<file path="src/rtl/toy_pkg.sv">
// Shared widths and one-hot state indices for the toy loop
// controller and its datapath.
package toy_pkg;
   localparam int ADDR_W_DEF = 8;
   localparam int DATA_W_DEF = 32;
   localparam int ACC_W_DEF  = 40;

   localparam int N_STATES = 5;
   localparam int S0_IDX   = 0;
   localparam int S1_IDX   = 1;
   localparam int S2_IDX   = 2;
   localparam int S3_IDX   = 3;
   localparam int S4_IDX   = 4;

   typedef logic [N_STATES-1:0] state_vec_t;
endpackage

</file>
<file path="src/rtl/toy_mem_if.sv">
// Memory request/response tracking for the issue and wait states,
// including the controller stall.
module toy_mem_if (
   input  logic clk,
   input  logic reset,
   input  logic s1,
   input  logic s2,
   input  logic mem_req_ready,
   input  logic mem_rsp_valid,
   output logic mem_req_valid,
   output logic fsm_stall,
   output logic rsp_fire,
   output logic rsp_stray
);
   logic req_done;
   logic req_fire;
   logic s1_stall;
   logic s2_stall;

   assign mem_req_valid = reset & s1 & ~req_done;
   assign req_fire      = mem_req_valid & mem_req_ready;
   assign rsp_fire      = s2 & req_done & mem_rsp_valid;
   assign rsp_stray     = mem_rsp_valid & ~rsp_fire;

   // Gated by reset so the controller never sees a stall in reset
   assign s1_stall  = s1 & ~req_done & ~mem_req_ready;
   assign s2_stall  = s2 & ~mem_rsp_valid;
   assign fsm_stall = reset & (s1_stall | s2_stall);

   always_ff @(posedge clk or negedge reset) begin
      if (!reset) begin
         req_done <= 1'b0;
      end else if (s2 && mem_rsp_valid) begin
         req_done <= 1'b0;
      end else if (req_fire) begin
         req_done <= 1'b1;
      end
   end
endmodule

</file>
<file path="src/rtl/toy_loop_datapath.sv">
// Loop datapath: reads one word per iteration, accumulates it,
// and returns the sum when the controller reaches the finish state.
module toy_loop_datapath
   import toy_pkg::*;
#(
   parameter int DATA_W = DATA_W_DEF,
   parameter int ADDR_W = ADDR_W_DEF,
   parameter int ACC_W  = ACC_W_DEF
) (
   input  logic              clk,
   input  logic              reset,
   input  logic              start,
   input  logic [ADDR_W-1:0] trip_count,
   input  logic [ADDR_W-1:0] base_addr,
   input  logic              is_STATE_0,
   input  logic              is_STATE_1,
   input  logic              is_STATE_2,
   input  logic              is_STATE_3,
   input  logic              is_STATE_4,
   output logic              fsm_stall,
   output logic              BB_1_EXIT,
   output logic              mem_req_valid,
   input  logic              mem_req_ready,
   output logic [ADDR_W-1:0] mem_addr,
   input  logic              mem_rsp_valid,
   input  logic [DATA_W-1:0] mem_rsp_data,
   output logic [ACC_W-1:0]  return_val,
   output logic              return_valid,
   output logic              proto_err
);
   state_vec_t        st;
   logic [ADDR_W-1:0] trip_r;
   logic [ADDR_W-1:0] base_r;
   logic [ADDR_W-1:0] idx;
   logic [ADDR_W-1:0] idx_nxt;
   logic [ACC_W-1:0]  acc;
   logic              rsp_fire;
   logic              rsp_stray;

   assign st = {is_STATE_4, is_STATE_3, is_STATE_2,
                is_STATE_1, is_STATE_0};

   assign idx_nxt   = idx + ADDR_W'(1);
   assign mem_addr  = base_r + idx;
   assign BB_1_EXIT = st[S3_IDX] & (idx_nxt >= trip_r);

   toy_mem_if u_mem_if (
      .clk           (clk),
      .reset         (reset),
      .s1            (st[S1_IDX]),
      .s2            (st[S2_IDX]),
      .mem_req_ready (mem_req_ready),
      .mem_rsp_valid (mem_rsp_valid),
      .mem_req_valid (mem_req_valid),
      .fsm_stall     (fsm_stall),
      .rsp_fire      (rsp_fire),
      .rsp_stray     (rsp_stray)
   );

   always_ff @(posedge clk or negedge reset) begin
      if (!reset) begin
         trip_r <= '0;
         base_r <= '0;
         idx    <= '0;
         acc    <= '0;
      end else begin
         unique case (1'b1)
            st[S0_IDX]: begin
               if (start) begin
                  trip_r <= trip_count;
                  base_r <= base_addr;
                  idx    <= '0;
                  acc    <= '0;
               end
            end
            st[S2_IDX]: begin
               if (rsp_fire) acc <= acc + ACC_W'(mem_rsp_data);
            end
            st[S3_IDX]: idx <= idx_nxt;
            default: ;
         endcase
      end
   end

   always_ff @(posedge clk or negedge reset) begin
      if (!reset) begin
         return_val   <= '0;
         return_valid <= 1'b0;
         proto_err    <= 1'b0;
      end else begin
         return_valid <= st[S4_IDX];
         if (st[S4_IDX]) return_val <= acc;
         // Stray responses are dropped but remembered
         if (rsp_stray) proto_err <= 1'b1;
      end
   end
endmodule

</file>
<file path="config.mk">
export PLATFORM = sky130hd
export DESIGN_NAME = toy_loop_datapath
export DESIGN_NICKNAME = d
export VERILOG_FILES = /design/src/rtl/toy_pkg.sv /design/src/rtl/toy_mem_if.sv /design/src/rtl/toy_loop_datapath.sv
export SDC_FILE = /design/constraint.sdc
export NUM_CORES = 1
export LEC_CHECK = 0
export ABC_CLOCK_PERIOD_IN_PS = 5500
export CORE_MARGIN = 5
export CORE_UTILIZATION = 58
export CTS_CLUSTER_DIAMETER = 150
export CTS_CLUSTER_SIZE = 20
export DETAILED_ROUTE_END_ITERATION = 12
export PLACE_DENSITY = 0.86
export SLEW_MARGIN = 10
export SYNTH_ARGS = -nofsm -noshare
export SYNTH_HDL_FRONTEND = slang
export SYNTH_SLANG_ARGS = --single-unit
</file>
<file path="constraint.sdc">
create_clock -name clk -period 5.5 [get_ports clk]
set_input_delay 1.375 -clock clk [delete_from_list [all_inputs] [get_ports clk]]
set_output_delay 1.375 -clock clk [all_outputs]
set_load 0.05 [all_outputs]
</file>
# Word level (Yosys, flattened, before mapping)
# Index checks and enable logic that the tools add are counted.
# op_classes
addsub	3
magnitude_cmp	1
n_eq_ne	2
muxes	7
n_bitwise	16
n_reduce_logical	7
# op_table
cell	n
40-bit two-way mux	2
40-bit case mux with 2 select lines	1
40-bit by 32-bit adder with 40-bit output	1
8-bit case mux with 2 select lines	1
1-bit AND	11
8-bit by 1-bit adder with 8-bit output (second input constant)	1
8-bit adder	1
8-bit greater-or-equal comparator	1
8-bit two-way mux	1
2-bit nonzero test	3
1-bit inverter	4
2-bit AND reduction	2
3-bit AND reduction	1
1-bit two-way mux	2
2-bit by 1-bit inequality test with 1-bit output (second input constant)	1
2-bit inequality test (second input constant)	1
1-bit logical AND	1
1-bit OR	1
# word_totals
register_bits	107
input_bits	58
output_inout_bits	53
word_cells	44

# Logic depth before layout (Yosys ltp)
# depth
depth_word	5
mapped_depth	10
ltp_nobuf	10

# Cells and area by module
# A second synthesis with hierarchy kept.
# hier_totals
hier_cells	622
area_unflattened_um2	6393.6
# modules_own_cells
mod	n_inst	cells_each	area_per_inst_um2	seq_area_each_um2
toy_loop_datapath	1	612	6308.6	2652.5
toy_mem_if	1	10	85.1	25.0

# Worst setup path after synthesis
# Ideal clock, no wire load.
# synth_timing
path_kind	input-to-output
from	input port reset
to	output port fsm_stall
arrival_time_ns	2.608
t_required_ns	4.125
path_slack_ns	1.517
path_stages	2
n_path_buf	0
cell_sequence	nand2_1 o31ai_1
# synth_between
elab_chain_cells	1
# synth_lines
element	line	source
from (decl)	toy_loop_datapath.sv:11	input logic reset,
1-bit AND	toy_mem_if.sv:28	assign fsm_stall = reset & (s1_stall | s2_stall);
to (decl)	toy_loop_datapath.sv:20	output logic fsm_stall,
# No other way between the ends.

# Worst setup path in the final report
# layout_timing
from	register idx[0]
to	output port BB_1_EXIT
# layout_between
elab_chain_cells	3
# layout_lines
element	line	source
from (decl)	toy_loop_datapath.sv:34	logic [ADDR_W-1:0] idx;
from (signal assigned)	toy_loop_datapath.sv:79	st[S3_IDX]: idx <= idx_nxt;
8-bit by 1-bit adder with 8-bit output	toy_loop_datapath.sv:43	assign idx_nxt = idx + ADDR_W'(1);
8-bit greater-or-equal comparator	toy_loop_datapath.sv:45	assign BB_1_EXIT = st[S3_IDX] & (idx_nxt >= trip_r);
1-bit AND	toy_loop_datapath.sv:45	
to (decl)	toy_loop_datapath.sv:21	output logic BB_1_EXIT,
# No other way between the ends.

==> out/qor.csv <==
stage;metric;value;unit
cells_and_area;Cell Count, Final, Fillers Out;893;
yosys;Async S/R FF share, synth;100;%
yosys;Post-synth EDFFs;0;
yosys;Commonest cells post-synth;dfrtp_1, nand2_1, mux2_2;
yosys;count leader, synth;dfrtp_1;
cells_and_area;fraction of layout cells with a size suffix above 1;12.6;%
cells_and_area;number of diodes;0;
yosys;sequential fraction of the synthesis area;41.3;%
yosys;library cells used by synthesis;57;
yosys;top cell type by total area after synthesis;dfrtp_1;
die;Initial Util;59.6;%
yosys;Post-Synth XOR/XNOR Area;5.40;%
clocking;post-CTS setup buffers;0;
routing;DRT iter0 DRCs;260;
routing;WL/cell;17.0;um
yosys;syn avg cell area;10.0;um2
power;peak supply drop;0.000352;V
die;core area;10900;um2
routing;overall routed net length;15200;um
clocking;CTS tree;built;
yosys;largest family of logic cells by synthesized area;compound AO/OA/AOI/OAI gates;
worst_hold_path;type of the worst min-delay path;reg -> reg;
clocking;Worst-path clk slew;0.09;ns
clocking;H-tree levels;3;
setup_path;Worst Setup Start Kind;flip-flop;
power;leakage;3.60;nW
routing;Pre-antenna DRT Iters;4;
yosys;Compound-Gate Fraction of Synth Area;19.4;%
setup_path;Slowest-stage cell, CP;clkdlybuf4s50_1;
yosys;Yosys warnings;0;
yosys;number of synthesized register bits;107;
global_routing;pin count of the biggest net entering global routing;56;
yosys;Post-Synthesis Cell Area;6490;um2
setup_path;worst r2r src;acc[0];
placement;post-DP HPWL;11400;um
clocking;PostCTS Resize Cnt;0;
sta;fin crit share;83.2;%
sta;final setup fails;0;
setup_path;crit-path max cell delay;0.70;ns
yosys;Syn Nets;756;
setup_path;critical setup path kind;reg -> out;
worst_hold_path;Hold Startpoint;proto_err;
die;Chip Width;116;um
status;status;completed;
flow_run;max_cap viols;0;
setup_path;CP Cell Sequence;ha_1 > ha_1 > a21o_1 > a21o_1 > a21o_1 > a21oi_1 > nor2b_1 > o21ai_0 > a21oi_1 > clkdlybuf4s50_1;
yosys;Synth area leaders;dfrtp_1, mux2_2, ha_1;
routing;vias per cell;5.84;
placement;pre-CTS WS;1.02;ns
global_routing;first-pass GRT wire length;25200;um
sta;RSZ-0062 raised after global routing;no;
clocking;Clock Sinks;107;
clocking;worst skew pair latency;0.38;ns
yosys;Synth Instances;648;
setup_path;crit-path max FO;7;
cells_and_area;Syn-to-layout area delta;21.4;%
cells_and_area;Final #Nets;856;
sta;Final Hold Fails;0;
clocking;number of CTS-inserted buffers;9;
power;P_sw;0.00186;W
sta;Max Clk Rate;218;MHz
yosys;Synth top area share;41.3;%
sta;relative slew slack;34.5;%
cells_and_area;Filler Cells Inserted;821;
placement;IO Port Bufs;110;
setup_path;CP startpoint;idx[0];
yosys;Synth Area in Adders;9.87;%
power;Internal;0.00216;W
routing;Via Count;5219;
power;Seq pwr share;30.4;%
global_routing;GRT Total Usage;23.5;%
power;Logic pwr share;57.8;%
die;die height;116;um
sta;Setup TNS;0;ns
die;Cell Rows;38;
yosys;top_reg_cell synth;dfrtp_1;
sta;Slew Viols, Final;0;
clocking;Post-CTS Hold Fix Bufs;0;
sta;final worst slack;0.923;ns
setup_path;WP data required;4.12;ns
yosys;simple-gate share of the synthesized area;11.0;%
yosys;post-synthesis mux area share;9.87;%
routing;Post-DRT Antenna Nets;0;
placement;DP Cell Count;877;
global_routing;initial antenna violation count;0;
die;io pins;111;
setup_path;CP endpoint kind;output port;
sta;Period minus WS final;4.58;ns
setup_path;crit-path most repeated cell;a21o_1;
sta;Fin Clk Skew;0.0109;ns
setup_path;critical path arrival;3.20;ns
power;Clk pwr share;11.8;%
routing;DRC;0;
power;Power Dens Cells;512;nW/um2
clocking;Clock Tree Buf Depth;2;
global_routing;grt ovf;0;
power;Switching Share;46.3;%
die;die area;13400;um2
sta;Least-Margin Pin Slew;0.982;ns
global_routing;vias in the first global route;5350;
placement;GPL Wtd Cong;0.884;
clocking;Root Driver;clkbuf_8;
## state kept, by name, indices dropped and copies added, names as in the netlist
name / flops
return_val: 40
idx: 8
acc: 40
base_r: 8
proto_err: 1
u_mem_if.req_done: 1
trip_r: 8
return_valid: 1
## power by group through the flow
stage	clock network [W]	registers (W)	logic (W)
finish	0.000476	0.00122	0.00233
global route	0.000524	0.00126	0.00251
CTS	0.000489	0.00123	0.00233
detailed placement	0	0.00124	0.00231
global placement	0	0.00123	0.00226
floorplan	0	0.00157	0.00133
## worst max-delay path, delay by kind of cell, from the launching register on
| family | cells | cell delay [ns] |
|---|---|---|
| AO/OA/AOI/OAI | 6 | 0.94 |
| buffers and inverters | 1 | 0.70 |
| adder cells (fa/ha/maj) | 2 | 0.65 |
| flip-flops | 1 | 0.48 |
| AND/OR/NAND/NOR | 1 | 0.06 |
## cells in the final DEF (no fill, tap or decap), types with 4 or more instances in the layout
master	instances
clkbuf_8	9
o31ai_1	7
a211oi_1	5
inv_1	28
dfrtp_1	107
and3_1	5
nand2b_1	4
nand4_1	11
o21ai_0	50
o21ai_1	5
nor2b_1	4
clkdlybuf4s50_1	108
a21oi_1	48
o21bai_1	15
nand2_1	67
xnor2_1	23
nor2_1	31
nand3_1	18
a31oi_1	6
a21o_1	18
ha_1	48
xor2_1	17
mux2_2	56
a32o_1	5
buf_4	5
## cells by family after synthesis
family                   count (synthesis)
AO/OA/AOI/OAI                          187
AND/OR/NAND/NOR                        154
flip-flops                             107
multiplexers                            57
buffers and inverters                   53
adder cells (fa/ha/maj)                 50
XOR/XNOR                                40
## worst paths after layout
| check | endpoint | slack, ns | cells past startpoint |
|---|---|---|---|
| setup reg to reg | acc[20] | 2.58 | 10 |
| setup / recovery | BB_1_EXIT | 0.92 | 10 |
| hold / removal | proto_err | 0.47 | 1 |
| max in group asynchronous | acc[12] | 3.11 | 3 |
| hold reg to reg | proto_err | 0.47 | 1 |
| min in group asynchronous | return_val[7] | 1.21 | 2 |
## metal layers
layer  global-route usage (%)  up-vias  wire length (um)
met5                        0        -                 0
met4                     8.28        0               246
met3                     3.97       19               759
met2                     39.3      126              7480
met1                     31.0     2539              6680
li1                         -     2535                 -
## metrics by stage
step	hold slack (ns)	cell area, um2	total power, W	utilization [%]
final	0.470	7870	0.00403	72.3
after global routing	0.521	7870	0.00429	72.3
after CTS	0.475	7870	0.00404	72.3
after detailed placement	0.453	7690	0.00355	70.6
after global placement	0.442	7690	0.00348	70.6
after floorplan	0.469	6490	0.00290	-
## area by class of cell
class | instances | area, um2 | area share, %
Clock buffer | 12 | 135 | 1.72
Clock inverter | 4 | 51.3 | 0.652
Inverter | 28 | 105 | 1.34
Multi-Input combinational cell | 488 | 3600 | 45.8
Sequential cell | 107 | 2680 | 34.0
Tap cell | 140 | 175 | 2.23
Timing Repair Buffer | 114 | 1120 | 14.3
Note: power is estimated with default switching activity, not from simulation.
